`config.mk`:
```
export PLATFORM = sky130hd
export DESIGN_NAME = sha256_msg_feeder
export DESIGN_NICKNAME = d
export VERILOG_FILES = /design/src/rtl/sha256_msg_feeder.sv
export SDC_FILE = /design/constraint.sdc
export NUM_CORES = 1
export LEC_CHECK = 0
export BUFFER_PORTS_ARGS = -buffer_cell sky130_fd_sc_hd__buf_4
export CAP_MARGIN = 20
export CORE_MARGIN = 10
export CORE_UTILIZATION = 35
export CTS_CLUSTER_SIZE = 14
export DETAILED_ROUTE_END_ITERATION = 16
export PLACE_DENSITY_LB_ADDON = 0.25
export RECOVER_POWER = 100
export SKIP_LAST_GASP = 1
export SYNTH_ARGS = -nofsm -noshare
export SYNTH_HDL_FRONTEND = slang
export SYNTH_SLANG_ARGS = --single-unit
```
`constraint.sdc`:
```
create_clock -name clk -period 3.4 [get_ports clk]
set_clock_uncertainty 0.05 [all_clocks]
set_input_delay 0.51 -clock clk [delete_from_list [all_inputs] [get_ports clk]]
set_output_delay 0.51 -clock clk [all_outputs]
set_load 0.02 [all_outputs]
```
`src/rtl/sha256_msg_feeder.sv`:
```
// Packs a byte stream into SHA-256 padded 512-bit blocks and drives the
// word-write / go / done handshake of a hash core, one block at a time.
module sha256_msg_feeder (
    input  logic        clk,
    input  logic        reset_n,
    input  logic [7:0]  s_data,
    input  logic        s_valid,
    input  logic        s_last,
    input  logic        s_empty,
    output logic        s_ready,
    output logic        core_clear,
    output logic        chipselect,
    output logic        write,
    output logic [3:0]  address,
    output logic [31:0] writedata,
    output logic        go,
    input  logic        core_done,
    output logic        busy,
    output logic        msg_done
);

    localparam int unsigned BYTE_W = 8;
    localparam int unsigned WORD_W = 32;
    localparam int unsigned ADDR_W = 4;
    localparam int unsigned IDX_W  = 6;
    localparam int unsigned CNT_W  = 64;
    localparam int unsigned ACC_W  = WORD_W - BYTE_W;

    typedef enum logic [3:0] {
        S_IDLE, S_CLEAR, S_LOAD, S_PAD80, S_PADZ, S_LEN, S_GO, S_WAIT, S_FIN
    } state_t;

    state_t              r_state, w_state_nxt;
    state_t              r_resume, w_resume_nxt;

    logic [IDX_W-1:0]    r_b;
    logic [IDX_W-1:0]    w_b_inc;
    logic [ACC_W-1:0]    r_word;
    logic [CNT_W-1:0]    r_bitcnt;
    logic [CNT_W-1:0]    w_len_sh;
    logic                r_go_pend;
    logic                r_len_done;
    logic                r_first_last;
    logic                r_seen_low;

    logic                r_s_ready;
    logic                r_core_clear;
    logic                r_wr;
    logic [ADDR_W-1:0]   r_addr;
    logic [WORD_W-1:0]   r_wdata;
    logic                r_go;
    logic                r_busy;
    logic                r_msg_done;

    logic                w_acc;
    logic                w_beat_byte;
    logic                w_app;
    logic [BYTE_W-1:0]   w_app_byte;
    logic                w_count;
    logic                w_word_done;
    logic                w_ready_nxt;

    assign w_acc       = s_valid && r_s_ready;
    assign w_beat_byte = !(s_last && s_empty);
    assign w_b_inc     = r_b + IDX_W'(1);
    assign w_word_done = w_app && (r_b[1:0] == 2'b11);
    // Length bytes go out most significant first at b = 56..63.
    assign w_len_sh    = r_bitcnt >> {~r_b[2:0], 3'b000};

    // State register
    always_ff @(posedge clk or negedge reset_n) begin
        if (!reset_n) begin
            r_state  <= S_IDLE;
            r_resume <= S_IDLE;
        end else begin
            r_state  <= w_state_nxt;
            r_resume <= w_resume_nxt;
        end
    end

    // Next state and byte-append selection
    always_comb begin
        w_state_nxt  = r_state;
        w_resume_nxt = r_resume;
        w_app        = 1'b0;
        w_app_byte   = '0;
        w_count      = 1'b0;
        case (r_state)
            S_IDLE: begin
                if (w_acc) begin
                    w_state_nxt = S_CLEAR;
                    w_app       = w_beat_byte;
                    w_app_byte  = s_data;
                    w_count     = w_beat_byte;
                end
            end
            S_CLEAR: begin
                w_state_nxt = r_first_last ? S_PAD80 : S_LOAD;
            end
            S_LOAD, S_PAD80, S_PADZ, S_LEN: begin
                if (r_go_pend) begin
                    // Word 15 was written last cycle; launch the block and
                    // remember where to pick up once the core is done.
                    w_resume_nxt = r_state;
                    w_state_nxt  = S_GO;
                end else if (r_state == S_LOAD) begin
                    if (w_acc) begin
                        w_app      = w_beat_byte;
                        w_app_byte = s_data;
                        w_count    = w_beat_byte;
                        if (s_last) begin
                            w_state_nxt = S_PAD80;
                        end
                    end
                end else if (r_state == S_LEN) begin
                    w_app      = 1'b1;
                    w_app_byte = w_len_sh[BYTE_W-1:0];
                end else begin
                    w_app       = 1'b1;
                    w_app_byte  = (r_state == S_PAD80) ? 8'h80 : 8'h00;
                    w_state_nxt = (w_b_inc == IDX_W'(56)) ? S_LEN : S_PADZ;
                end
            end
            S_GO: begin
                w_state_nxt = S_WAIT;
            end
            S_WAIT: begin
                if (r_seen_low && core_done) begin
                    w_state_nxt = r_len_done ? S_FIN : r_resume;
                end
            end
            S_FIN: begin
                w_state_nxt = S_IDLE;
            end
            default: begin
                w_state_nxt = S_IDLE;
            end
        endcase
        w_ready_nxt = (w_state_nxt == S_IDLE) ||
                      ((w_state_nxt == S_LOAD) && !w_word_done);
    end

    // Datapath, counters and registered outputs
    always_ff @(posedge clk or negedge reset_n) begin
        if (!reset_n) begin
            r_b          <= '0;
            r_word       <= '0;
            r_bitcnt     <= '0;
            r_go_pend    <= 1'b0;
            r_len_done   <= 1'b0;
            r_first_last <= 1'b0;
            r_seen_low   <= 1'b0;
            r_s_ready    <= 1'b0;
            r_core_clear <= 1'b0;
            r_wr         <= 1'b0;
            r_addr       <= '0;
            r_wdata      <= '0;
            r_go         <= 1'b0;
            r_busy       <= 1'b0;
            r_msg_done   <= 1'b0;
        end else begin
            r_s_ready    <= w_ready_nxt;
            r_core_clear <= (w_state_nxt == S_CLEAR);
            r_go         <= (w_state_nxt == S_GO);
            r_msg_done   <= (w_state_nxt == S_FIN);
            r_busy       <= (w_state_nxt != S_IDLE) && (w_state_nxt != S_FIN);
            r_wr         <= w_word_done;
            r_go_pend    <= w_app && (r_b == IDX_W'(63));

            if (w_app) begin
                r_word <= {r_word[ACC_W-BYTE_W-1:0], w_app_byte};
                r_b    <= w_b_inc;
            end
            if (w_word_done) begin
                r_addr  <= r_b[IDX_W-1:2];
                r_wdata <= {r_word, w_app_byte};
            end

            if ((r_state == S_IDLE) && w_acc) begin
                r_bitcnt     <= w_count ? CNT_W'(8) : '0;
                r_first_last <= s_last;
            end else if (w_count) begin
                r_bitcnt <= r_bitcnt + CNT_W'(8);
            end

            if (r_state == S_IDLE) begin
                r_len_done <= 1'b0;
            end else if ((r_state == S_LEN) && w_app && (r_b == IDX_W'(63))) begin
                r_len_done <= 1'b1;
            end

            // Only a low seen after go qualifies the next high as completion.
            if (r_state == S_GO) begin
                r_seen_low <= 1'b0;
            end else if ((r_state == S_WAIT) && !core_done) begin
                r_seen_low <= 1'b1;
            end
        end
    end

    assign s_ready    = r_s_ready;
    assign core_clear = r_core_clear;
    assign chipselect = r_wr;
    assign write      = r_wr;
    assign address    = r_addr;
    assign writedata  = r_wdata;
    assign go         = r_go;
    assign busy       = r_busy;
    assign msg_done   = r_msg_done;

endmodule
```
==> impl_metrics.py <==
metrics = {
    "critical_path": {
        "worstSetupPathType": "reg -> reg",
        "cp.required_ns": 3.70,
        "critPathTopFamily": "simple AND/OR/NAND/NOR gates",
        "crit_buf_inv": 1,
        "crit_chain": "nand4bb_1 -> a211oi_4 -> nand4_1 -> clkbuf_1 -> or4_1 -> a21oi_1",
        "worst_ep_arrival_time_ns": 3.11,
        "cpMaxStageDelayCell": "or4_1",
        "critPathLaunchType": "flip-flop",
        "slowest_delay_ns": 0.59,
        "end_kind": "flip-flop",
        "path_max_fanout": 20,
    },
    "sta": {
        "maxSlewViolCount": 66,
        "max_freq_ghz": 0.356,
        "worstMarginPinSlew_ns": 1.63,
        "tns_ns": 0,
        "hold_violations": 0,
        "rsz0062_at_grt": "no",
        "period_minus_slack_ns": 2.81,
        "slew_headroom_pct": -8.68,
        "whs_ns": 0.253,
        "finalCritPeriodShare_pct": 82.6,
        "finalSetupViolCount": 0,
    },
    "clock_tree": {
        "hold_buffers": 0,
        "cts_buffers": 17,
        "clock-sinks": 145,
        "cts.clk_slew.worst_paths_ns": 0.07,
        "htree_num_levels": 4,
        "cts-resized-gates": 0,
        "cts_post_setup_buffers_inserted": 0,
        "root_buffer": "clkbuf_16",
        "cts_tree": "done",
        "clk_path_buf_depth": 2,
        "worstSkewPairLatency_ns": 0.43,
    },
    "die": {
        "dieArea_um2": 27300,
        "core_area_um2": 20900,
        "start_util_pct": 35.4,
        "rows": 53,
        "die_w_um": 165,
        "ioPinCount": 57,
        "die_height_um": 165,
    },
    "route": {
        "detail-route-antenna-nets": 0,
        "vias": 5769,
        "dr.pass1.iters": 5,
        "drc_errors": 0,
        "wire_per_inst_um": 18.5,
        "drt_iter0_drc": 476,
        "wirelength_mm": 19.0,
        "avgViaCountPerCell": 5.60,
    },
    "synth": {
        "synth_top_family_by_area": "simple AND/OR/NAND/NOR gates",
        "ys.flop_type": "dfrtp_1",
        "synth.top_cell.area_share_pct": 49.1,
        "netlist_area_um2": 7380,
        "synth_compound_area_share_pct": 9.89,
        "yosys.area.top_type": "dfrtp_1",
        "syn_inst": 693,
        "synth_mux_area_share_pct": 15.2,
        "synth_xor_area_share_pct": 2.61,
        "synth.most_common_cell": "dfrtp_1",
        "ys_warn_count": 0,
        "avgSynthCellArea_um2": 10.7,
        "synth_simple_gate_area_share_pct": 19.8,
        "yosysUniqueCellTypes": 58,
        "synthAdderAreaFrac_pct": 0.339,
        "synth-seq-cells": 145,
        "synth.area.top_cells": "dfrtp_1, mux2_2, mux4_2, nand2_1, or4_1",
        "synthTopCellsByCount": "dfrtp_1, nand2_1, mux2_2",
        "yosysSeqAreaShare_pct": 49.1,
        "synthArstFlopShare_pct": 100,
        "synth_edf_count": 0,
        "syn_nets": 709,
    },
    "power_and_ir_drop": {
        "p_leak_nw": 3.63,
        "clkPwrFrac_pct": 31.2,
        "power_frac_seq_pct": 41.9,
        "p_per_area_nw_per_um2": 708,
        "swShare_pct": 37.1,
        "p_int_mw": 3.80,
        "p_sw_mw": 2.24,
        "p_comb_share_pct": 26.9,
        "ir_drop_v": 0.000264,
    },
    "status": {
        "status": "complete, but fails checks",
        "violations": "capacitance limit, slew limit",
    },
    "finish": {
        "fin_nets": 758,
        "area_delta_synth_final_pct": 15.5,
        "nFillCells": 2047,
        "final_layout_size_suffix_gt1_share_pct": 18.5,
        "insertedDiodeCount": 0,
    },
    "global_route": {
        "grt_max_degree": 67,
        "grt_pass1_wl_mm": 31.5,
        "antenna_found_initial": 0,
        "grt.total_usage_pct": 14.4,
        "first_global_vias": 5738,
        "overflow": 0,
    },
    "hold_path": {
        "min_path_type": "in -> reg",
    },
    "run": {
        "maxCapViolations": 1,
    },
    "placement": {
        "place.gp.congestion": 0.873,
        "io_buffers": 56,
        "hpwlAfterDp_mm": 13.6,
    },
}
[flip-flops by register name (all words and copies together) (netlist names)]
| register | cells |
|---|---|
| r_bitcnt | 61 |
| writedata | 32 |
| r_word | 24 |
| r_b | 6 |
| address | 4 |
| r_resume | 4 |
| r_state | 4 |
| busy | 1 |
| chipselect | 1 |
| core_clear | 1 |
| go | 1 |
| msg_done | 1 |
| r_first_last | 1 |
| r_go_pend | 1 |
| r_len_done | 1 |
| r_seen_low | 1 |
| s_ready | 1 |
[kinds of logic (layout without fill, tap and decap cells)]
family | count (synthesis) | in the layout
muxes | 88 | 88
and+or+nand+nor | 266 | 266
xor gates and xnor gates | 22 | 22
AOI/OAI and AO/OA | 117 | 117
adders and majority gates | 2 | 2
buffers and inverters | 53 | 115
DFF | 145 | 145
[per-stage QoR]
step                setup slack (ns)  util (%)  std cells  cell area, um^2  power [mW]
global placement               0.899      38.9        998             8130        4.35
detailed placement             0.883      38.9        998             8130        4.39
floorplan                       1.15         -        693             7380        3.71
CTS                            0.867      41.8       1030             8730        6.29
global route                   0.440      40.8       1030             8530        6.38
finish                         0.590      40.8       1030             8530        6.04
[cells in the final DEF (no fill, tap or decap), types with 3 or more instances in the layout]
master       n
nand3b_1     4
nor2b_1      6
nor2_1      38
or3_1       18
inv_8        7
or4_1       28
clkinv_8     4
nand2b_1     5
xor2_1      14
nor4_1       9
mux2i_1     12
o41ai_1      3
clkbuf_2     3
and2_1       3
o21ai_0     22
o211ai_1    12
xnor2_1      8
o21ai_1      8
a21oi_1     40
buf_4       21
clkbuf_16   17
nand3_1     25
and4_1       3
dfrtp_1    145
mux4_2      12
mux2_2      63
nand4_1     32
a21o_1       3
o31ai_1     17
and3_1       7
inv_1       10
nand2_1     66
clkbuf_1    48
nor3_1       6
and2_0       3
[cell type report]
class / instances / area, um^2 / share of cell area, %
sequential: 145 / 3630 / 42.5
timing repair buffer: 73 / 373 / 4.37
inverter: 10 / 37.5 / 0.440
tap: 275 / 344 / 4.03
clock buffer: 17 / 425 / 4.99
multi-input combinational: 495 / 3540 / 41.5
clock inverter: 15 / 178 / 2.08
[metal layers]
layer	routed length [um]	vias to the layer above	part of all wire [%]	track usage (%)
li1	-	2701	-	-
met2	9300	138	49	23.3
met3	1040	25	5.4	3.17
met4	251	0	1.3	3.95
met1	8450	2905	44	19.1
met5	0	-	0	0
[power by group through the flow]
stage | sequential (mW) | combinational [mW] | clock [mW]
2_1_floorplan | 2.51 | 1.20 | 0
3_3_place_gp | 2.55 | 1.80 | 0
3_5_place_dp | 2.57 | 1.82 | 0
4_1_cts | 2.54 | 1.83 | 1.92
5_1_grt | 2.60 | 1.78 | 2.00
6_report | 2.53 | 1.62 | 1.88
[path summary, 6_finish.rpt]
check	start	to	slack, ns	depth (start not counted)
worst max-delay path	r_state[2]	r_bitcnt[39]	0.59	6
worst min-delay path	s_last	r_first_last	0.25	3
worst max register to register	r_state[2]	r_bitcnt[39]	0.59	6
worst min register to register	r_first_last	r_first_last	0.44	2
max in group asynchronous	reset_n	writedata[6]	1.32	2
min in group asynchronous	reset_n	r_resume[1]	0.46	1
[worst min-delay path, delay by kind of cell]
kind | cells | cell delay (ns)
AND/OR/NAND/NOR | 2 | 0.09
buffers and inverters | 1 | 0.10
No activity file was read; power rests on OpenSTA's default activity.
